`config.mk`:
```
export PLATFORM = sky130hd
export DESIGN_NAME = cdf_reader
export DESIGN_NICKNAME = d
export VERILOG_FILES = /design/src/rtl/cdf_pkg.sv /design/src/rtl/cdf_word_unpack.sv /design/src/rtl/cdf_reader.sv
export SDC_FILE = /design/constraint.sdc
export NUM_CORES = 1
export LEC_CHECK = 0
export CORE_MARGIN = 1
export CORE_UTILIZATION = 45
export DETAILED_ROUTE_END_ITERATION = 7
export PLACE_DENSITY = 0.77
export SYNTH_ARGS = -nofsm -noshare
export SYNTH_HDL_FRONTEND = slang
export SYNTH_HIERARCHICAL = 1
export SYNTH_SLANG_ARGS = --single-unit
```
`constraint.sdc`:
```
create_clock -name clk -period 2.5 [get_ports clk]
set_clock_uncertainty 0.05 [all_clocks]
set_input_delay 0.5 -clock clk [delete_from_list [all_inputs] [get_ports clk]]
set_output_delay 0.5 -clock clk [all_outputs]
set_load 0.01 [all_outputs]
```
`src/rtl/cdf_pkg.sv`:
```
// Shared definitions for the CDF read-out path: FSM encoding and word/bin geometry.
package cdf_pkg;

  localparam int BINS_PER_WORD = 8;
  localparam int BIN_WIDTH     = 16;
  localparam int WORD_WIDTH    = 128;
  localparam int ADDR_WIDTH    = 16;
  localparam int LANE_WIDTH    = 3;

  typedef enum logic [2:0] {
    IDLE  = 3'd0,
    ISSUE = 3'd1,
    WAIT  = 3'd2,
    EMIT  = 3'd3,
    DONE  = 3'd4
  } cdf_state_t;

endpackage

```
`src/rtl/cdf_word_unpack.sv`:
```
// Selects one 16-bit CDF bin lane out of a 128-bit scratch-memory word.
module cdf_word_unpack
  import cdf_pkg::*;
(
  input  logic [WORD_WIDTH-1:0] word,
  input  logic [LANE_WIDTH-1:0] lane,
  output logic [BIN_WIDTH-1:0]  value
);

  logic [BIN_WIDTH-1:0] lanes [BINS_PER_WORD];

  for (genvar gi = 0; gi < BINS_PER_WORD; gi++) begin : g_lane
    assign lanes[gi] = word[gi*BIN_WIDTH +: BIN_WIDTH];
  end

  assign value = lanes[lane];

endmodule

```
`src/rtl/cdf_reader.sv`:
```
// Streams 256 CDF bins out of scratch memory with valid/ready handshake and
// records the first nonzero bin value seen in the pass.
module cdf_reader
  import cdf_pkg::*;
#(
  parameter logic [ADDR_WIDTH-1:0] CDF_BASE_ADDR = 16'd0,
  parameter int                    NUM_WORDS     = 32
) (
  input  logic                  clk,
  input  logic                  reset,
  input  logic                  cdf_start_in,
  output logic [ADDR_WIDTH-1:0] ReadAddress1,
  input  logic [WORD_WIDTH-1:0] scratchmem_input1,
  output logic [BIN_WIDTH-1:0]  cdf_value_out,
  output logic [7:0]            cdf_bin_out,
  output logic                  cdf_valid_out,
  input  logic                  cdf_ready_in,
  output logic [BIN_WIDTH-1:0]  cdf_min_out,
  output logic                  cdf_min_valid,
  output logic                  cdf_read_done
);

  localparam logic [15:0] LAST_WORD = 16'(NUM_WORDS - 1);

  cdf_state_t            state_reg, state_next;
  logic                  start_pend_reg;
  logic [15:0]           word_cnt_reg;
  logic [LANE_WIDTH-1:0] lane_reg;
  logic [WORD_WIDTH-1:0] word_reg;
  logic [ADDR_WIDTH-1:0] addr_reg;
  logic [BIN_WIDTH-1:0]  min_reg;
  logic                  min_found_reg;
  logic                  min_valid_reg;

  logic                  transfer;
  logic                  start_accept;
  logic [15:0]           word_inc;
  logic [BIN_WIDTH-1:0]  lane_value;

  cdf_word_unpack u_unpack (
    .word  (word_reg),
    .lane  (lane_reg),
    .value (lane_value)
  );

  assign word_inc = word_cnt_reg + 16'd1;

  always_ff @(posedge clk) begin
    if (reset) state_reg <= IDLE;
    else       state_reg <= state_next;
  end

  always_comb begin
    state_next    = state_reg;
    transfer      = 1'b0;
    start_accept  = 1'b0;
    cdf_valid_out = 1'b0;
    cdf_read_done = 1'b0;
    case (state_reg)
      IDLE: begin
        // The start is captured one cycle before ISSUE so the read issue lines up with the latency contract.
        start_accept = cdf_start_in && !start_pend_reg;
        if (start_pend_reg) state_next = ISSUE;
      end
      ISSUE: state_next = WAIT;
      WAIT:  state_next = EMIT;
      EMIT: begin
        cdf_valid_out = 1'b1;
        if (cdf_ready_in) begin
          transfer = 1'b1;
          if (lane_reg == 3'd7)
            state_next = (word_cnt_reg < LAST_WORD) ? ISSUE : DONE;
        end
      end
      DONE: begin
        cdf_read_done = 1'b1;
        state_next    = IDLE;
      end
      default: state_next = IDLE;
    endcase
  end

  always_ff @(posedge clk) begin
    if (reset) begin
      start_pend_reg <= 1'b0;
      word_cnt_reg   <= '0;
      lane_reg       <= '0;
      word_reg       <= '0;
      addr_reg       <= CDF_BASE_ADDR;
      min_reg        <= '0;
      min_found_reg  <= 1'b0;
      min_valid_reg  <= 1'b0;
    end else begin
      start_pend_reg <= start_accept;
      if (start_accept) begin
        word_cnt_reg  <= '0;
        min_reg       <= '0;
        min_found_reg <= 1'b0;
        min_valid_reg <= 1'b0;
      end
      if (state_reg == IDLE && start_pend_reg)
        addr_reg <= CDF_BASE_ADDR + word_cnt_reg;
      if (state_reg == WAIT) begin
        word_reg <= scratchmem_input1;
        lane_reg <= '0;
      end
      if (transfer) begin
        lane_reg <= lane_reg + 3'd1;
        if (lane_reg == 3'd7 && word_cnt_reg < LAST_WORD) begin
          word_cnt_reg <= word_inc;
          addr_reg     <= CDF_BASE_ADDR + word_inc;
        end
        if (!min_found_reg && lane_value != '0) begin
          min_reg       <= lane_value;
          min_found_reg <= 1'b1;
        end
      end
      if (state_reg == EMIT && state_next == DONE)
        min_valid_reg <= 1'b1;
    end
  end

  assign ReadAddress1  = addr_reg;
  assign cdf_value_out = lane_value;
  assign cdf_bin_out   = {word_cnt_reg[4:0], lane_reg};
  assign cdf_min_out   = min_reg;
  assign cdf_min_valid = min_valid_reg;

endmodule

```
==> results of run 1 <==
[layer usage]
layer  routed length (um)  up-vias  GRT usage (%)
met2                11100      300           42.4
met3                 1500       45           4.60
met1                 9770     3384           34.5
met4                  599        0           9.66
met5                    0        -              0
li1                     -     3405              -
[cells by family after synthesis]
kind of cell / share of synthesized area, %
compound gates: 15.0
fa+ha+maj: 0.481
buf+inv: 4.51
flops: 47.5
mux: 13.0
simple gates: 19.5
[power by group through the flow]
stage                     sequential [mW]  clock, mW  combinational [mW]
after floorplan                      3.17          0               0.517
after global placement               3.20          0               0.881
after detailed placement             3.20          0               0.897
after CTS                            3.14       2.59               0.941
after global routing                 3.15       2.72                1.09
final                                3.14       2.58                1.02
[cells in the final DEF (no fill, tap or decap), drive strengths merged, types with 2 or more instances in the layout]
master / n
a21oi: 162
a221oi: 2
a22oi: 3
a311oi: 2
a31oi: 2
and2: 14
and4: 2
buf: 58
clkbuf: 18
clkdlybuf4s50: 173
clkinv: 6
clkinvlp: 5
dfxtp: 185
ha: 3
inv: 5
mux2: 17
mux4: 32
nand2: 288
nand2b: 4
nand3: 21
nand4: 4
nor2: 12
nor2b: 2
nor3: 4
nor3b: 2
nor4: 6
o2111ai: 2
o211ai: 24
o21ai: 5
or4: 2
[cells in the mapped netlist, types with 2 or more instances]
| cell type | n |
|---|---|
| buf_1 | 10 |
| buf_4 | 5 |
| nor3b_1 | 2 |
| buf_6 | 4 |
| and2_1 | 13 |
| mux2_2 | 17 |
| a21oi_1 | 162 |
| nor2_1 | 12 |
| ha_1 | 3 |
| nand2_1 | 288 |
| a311oi_1 | 2 |
| a22oi_1 | 3 |
| clkbuf_2 | 2 |
| o211ai_1 | 24 |
| and4_1 | 2 |
| mux4_1 | 28 |
| nor3_1 | 4 |
| o2111ai_1 | 2 |
| or4_1 | 2 |
| o21ai_0 | 4 |
| nand3_1 | 21 |
| nor4_1 | 6 |
| mux4_2 | 4 |
| clkbuf_1 | 46 |
| nand4_1 | 4 |
| dfxtp_1 | 185 |
| buf_2 | 9 |
| nor2b_1 | 2 |
| nand2b_1 | 4 |
| a31oi_1 | 2 |
[final cells by class]
type	count	area (sq um)	area share, %
Clock buffer	17	425	3.95
Clock inverter	15	140	1.30
Inverter	1	3.75	0.0348
Multi-Input combinational cell	623	3780	35.1
Sequential cell	185	3710	34.4
Tap cell	220	275	2.56
Timing Repair Buffer	232	2440	22.6
[what timing repair did]
action	4_1_cts	5_1_grt
pin swaps	3	21
cloned	4	1
hold buffers	0	0
endpoints found under the setup margin	33	34
gates resized for setup	114	11
buffers inserted	11	4
endpoints found under the hold margin	0	0
[worst max-delay path, cell delays in order, from the launching register on]
cell	delay, ns
dfxtp_4	0.45
buf_16	0.14
buf_6	0.10
mux4_2	0.52
mux2_4	0.32
buf_6	0.13
nor4_4	0.17
nand4_1	0.24
buf_2	0.25
nand3_1	0.10
a21oi_1	0.07
[through the flow]
| stage | cell area (sq um) | hold WS (ns) | TNS (ns) |
|---|---|---|---|
| floorplan | 7880 | 0.382 | -0.363 |
| global placement | 10000 | 0.388 | -0.0164 |
| detailed placement | 10000 | 0.394 | -0.559 |
| CTS | 10700 | 0.405 | -3.94 |
| global route | 10800 | 0.422 | -6.35 |
| finish | 10800 | 0.405 | -4.06 |
[how the worst max path moves through the flow]
stage / slack (ns) / from / to / depth (start not counted)
2_1_floorplan: -0.04 / lane_reg[0] / cdf_min_out[10] / 9
3_3_place_gp: -0.02 / lane_reg[0] / cdf_value_out[8] / 4
3_5_place_dp: -0.04 / lane_reg[0] / cdf_min_out[13] / 8
4_1_cts: -0.18 / lane_reg[0] / cdf_value_out[14] / 5
5_1_grt: -0.26 / lane_reg[0] / cdf_min_out[12] / 10
6_report: -0.16 / lane_reg[0] / cdf_min_out[12] / 10
==> results.ini, run 1 <==
[status]
outcome = finished, violations left
violations = setup timing

[worst_setup_path]
crit_required_ns = 2.76
rr_worst_depth = 10
worst_setup_path_start_kind = flop
cp.arrival_ns = 2.92
worst_setup_path_end_kind = flop
path_class = flop to flop
r2r_start = lane_reg[0]
rrSetupSlack_ns = -0.16
crit_fanout = 8
rr_endpoint = cdf_min_out[12]

[worst_hold_path]
hold_depth = 2
hold_path_end = word_reg[71]
worstHoldStart = word_reg[71]
min_path_type = flop to flop

[global_routing]
grt.total_usage_pct = 26.0
antenna_found_initial = 0
grt_pass1_vias = 6715
grt_pass1_wl_mm = 35.7
grt_overflow = 0
grt_max_degree = 76

[layout]
instances_no_fill = 1293
num-nets-final = 1195
fillers = 1376
areaGrowthSynthToFinish_pct = 38.2
fin_util_pct = 64.3
layout-drive-gt1-share_pct = 14.3
largest_register_ffs = 128
n_antenna_cell = 0

[detailed_routing]
drc_errors = 0
vias = 7134
viasPerCell = 5.52
firstDrtPassIters = 5
wl_per_cell_um = 17.7
wl_mm = 22.9
drt_iter0_drc = 667
ant_nets = 0

[synth]
synth_top_area_share_pct = 47.5
synth_area_leaders = dfxtp_1, nand2_1, a21oi_1, mux4_1, mux2_2
syn_inst = 885
synth_edf_count = 0
yosysTopAreaCell = dfxtp_1
synth.cell_area_sq_um = 7800
synthDistinctLibCells = 43
ys_seq_area_share_pct = 47.5
ys_warn_count = 6
syn_nets = 1020
syn_area_per_cell_sq_um = 8.81
synth_ff_type = dfxtp_1
async_reset_ff_share_pct = 0
ys_seq_elements = 185

[clock_network]
cts_root_buf = clkbuf_16
clockBufferDepth = 2
numCtsBuffers = 17
clock_sinks = 185
htreeDepth = 4
clkLatencyLatePin_ns = 0.44
clk_pin_slew_ns = 0.07
cts_tree = built

[flow_run]
cap_violations = 0

[power_and_ir_drop]
p_int_mw = 4.89
power.share.sequential_pct = 46.7
ir_drop_uv = 543
power_density_nw_per_um2 = 626
pwr-share-comb_pct = 15.1
p_leak_nw = 3.71
p_total_mw = 6.74
switching_share_pct = 27.5
switchingPower_mw = 1.85
power_frac_clock_pct = 38.3

[timing]
max_freq_mhz = 376
hold_viol_final = 0
setup-violations-final = 33
setup_ws_ns = -0.162
worstMarginPinSlew_ns = 0.674
maxSlewViolCount = 0
min_period_ns = 2.66
period_share_pct = 106
timing.slew.headroom_pct = 55.1
rsz0062_at_grt = yes

[placement]
dp_cells = 1243
dp_hpwl_mm = 16.0
routabilityCongestion = 0.835
port_buffers = 190
place_ws_ns = -0.0428

[floorplanning]
die_h_um = 134
die_w_um = 134
core_area_sq_um = 16800
start_util_pct = 46.5
num_rows = 47
num_io_pins = 191
dieArea_sq_um = 17900

(Power assumes the default switching activity.)
==> run 2, diff against run 1 <==
CORE_UTILIZATION = 50   (was 45)
CTS_CLUSTER_SIZE = 20   (was not set)
PLACE_DENSITY = 0.81   (was 0.77)
SKIP_CTS_REPAIR_TIMING = 1   (was not set)
clock period = 3 ns   (was 2.5 ns; I/O delays follow)
==> run 2 against run 1 <==
Non-clock buffer count shrank 18. First-iteration DRC count shrank 14%. Largest power group unchanged. Critical endpoint is now cdf_min_out[0]. Setup slack gained 0.26 ns. Highest routed layer unchanged. The run now ends clean.
==> results.ini, run 2 (same netlist as run 1, synthesis figures left out) <==
[status]
outcome = finished, final reports clean

[power_and_ir_drop]
switchingPower_mw = 1.35  ; -27%
p_total_mw = 5.39  ; -20%
p_int_mw = 4.03  ; -17%
power_frac_clock_pct = 38.1  ; -0.2 points
power.share.sequential_pct = 48.8  ; +2.1 points
pwr-share-comb_pct = 13.1  ; -2.0 points
ir_drop_uv = 448  ; -17%
p_leak_nw = 3.93  ; +6.0%
switching_share_pct = 25.1  ; -2.4 points
power_density_nw_per_um2 = 516  ; -17%

[clock_network]
clock_sinks = 185  ; unchanged
clockBufferDepth = 2  ; unchanged
cts_root_buf = clkbuf_16
numCtsBuffers = 17  ; unchanged
htreeDepth = 4  ; unchanged
cts_tree = built
clk_pin_slew_ns = 0.06  ; about the same
clkLatencyLatePin_ns = 0.43  ; about the same

[detailed_routing]
wl_mm = 22.8  ; -0.78%
drt_iter0_drc = 571  ; -14%
viasPerCell = 5.75  ; +4.3%
drc_errors = 0  ; unchanged
firstDrtPassIters = 6  ; +1
wl_per_cell_um = 18.3  ; +3.2%
ant_nets = 0  ; unchanged
vias = 7151  ; +0.24%

[worst_setup_path]
worst_setup_path_end_kind = flop
crit_fanout = 16  ; +8
path_class = flop to flop
worst_setup_path_start_kind = flop
cp.arrival_ns = 3.21  ; +0.29 ns
crit_required_ns = 3.30  ; +0.54 ns

[timing]
maxSlewViolCount = 0  ; unchanged
hold_ws_ns = 0.401  ; -0.00337 ns
timing.slew.headroom_pct = 51.8  ; -3.3 points
setup_ws_ns = 0.0941  ; +0.256 ns
setup-violations-final = 0  ; -100%
worstMarginPinSlew_ns = 0.723  ; +0.0493 ns
hold_viol_final = 0  ; unchanged
period_share_pct = 96.9  ; -9.6 points
max_freq_mhz = 344  ; -8.4%
min_period_ns = 2.91  ; +0.244 ns
tns_ns = 0  ; +4.06 ns

[layout]
n_antenna_cell = 0  ; unchanged
ff_latch_area_sq_um = 3710  ; about the same
layout-drive-gt1-share_pct = 7.49  ; -6.8 points
final_common_cell = nand2_1
largest_register_ffs = 128  ; unchanged
multi_input_area_sq_um = 3750  ; -0.79%
final_area_sq_um = 10400  ; -3.2%
fin_util_pct = 68.6  ; +4.3 points
instances_no_fill = 1243  ; -3.9%
num-nets-final = 1177  ; -1.5%
areaGrowthSynthToFinish_pct = 33.8
layout_common_cells = nand2_1, dfxtp_1, clkdlybuf4s50_1
fillers = 1167  ; -15%

[floorplanning]
core_area_sq_um = 15200  ; -9.3%
dieArea_sq_um = 16100  ; -9.9%
start_util_pct = 51.3  ; +4.8 points
die_h_um = 127  ; -5.1%
num_io_pins = 191  ; unchanged
die_w_um = 127  ; -5.1%
num_rows = 45  ; -4.3%

[placement]
port_buffers = 190  ; unchanged
routabilityCongestion = 0.925  ; +11%
dp_hpwl_mm = 16.1  ; +0.20%
place_ws_ns = 0.136  ; +0.179 ns
place_area_sq_um = 9790  ; -2.1%
dp_cells = 1202  ; -3.3%

[global_routing]
grt_max_degree = 130  ; +71%
grt_pass1_vias = 6666  ; -0.73%
grt_pass1_wl_mm = 34.7  ; -2.8%
antenna_found_initial = 0  ; unchanged
grt_overflow = 0  ; unchanged
grt.total_usage_pct = 28.4  ; +2.4 points

[flow_run]
cap_violations = 0  ; unchanged

[worst_hold_path]
min_path_type = flop to flop

run 2: changes by cell type in the layout (fill, tap and decap cells not counted), moves of 5 or more:
cell and delta:
dlymetal6s2s_1 +16, mux4_1 +26, mux4_2 -26, mux2_2 +16, buf_12 -5, buf_6 -24
mux2_4 -16, clkbuf_1 +6
run 2: layout make-up:
type	instances	share of cell area, %
Clock inverter	5	0.360
Multi-Input combinational cell	623	36.0
Clock buffer	27	4.82
Tap cell	188	2.25
Timing Repair Buffer	214	21.0
Sequential cell	185	35.5
Inverter	1	0.0360
run 2: layer usage:
metal	wire length, um	global-route usage (%)
met4	1330	19.5
met3	1590	5.90
met5	0	0
met2	11100	46.7
met1	8710	33.5
run 2: critical path: stages (launching register included):
cell	delay [ns]
dfxtp_4	0.41
buf_12	0.15
buf_4	0.15
mux4_1	0.56
mux2_2	0.34
nor4_1	0.41
and4_1	0.24
buf_4	0.21
o211ai_1	0.13
a21oi_1	0.17
run 2: final timing paths:
| check | slack (ns) | startpoint | cells after the start | to |
|---|---|---|---|---|
| worst max-delay path | 0.09 | lane_reg[0] | 9 | cdf_min_out[0] |
| worst max register to register | 0.09 | lane_reg[0] | 9 | cdf_min_out[0] |
| worst min-delay path | 0.40 | word_reg[13] | 2 | word_reg[13] |
| worst min register to register | 0.40 | word_reg[13] | 2 | word_reg[13] |
run 2: power groups by stage:
stage	registers, mW	logic, mW	clock network (mW)
after global placement	2.68	0.682	0
after floorplan	2.64	0.385	0
after detailed placement	2.68	0.695	0
after CTS	2.63	0.702	2.08
final	2.63	0.707	2.05
after global routing	2.63	0.764	2.18
==> run 3, diff against run 2 <==
SLEW_MARGIN = 25   (was not set)
==> results of run 3 <==
Final layout, timing and power as in run 2 (identical DEF).
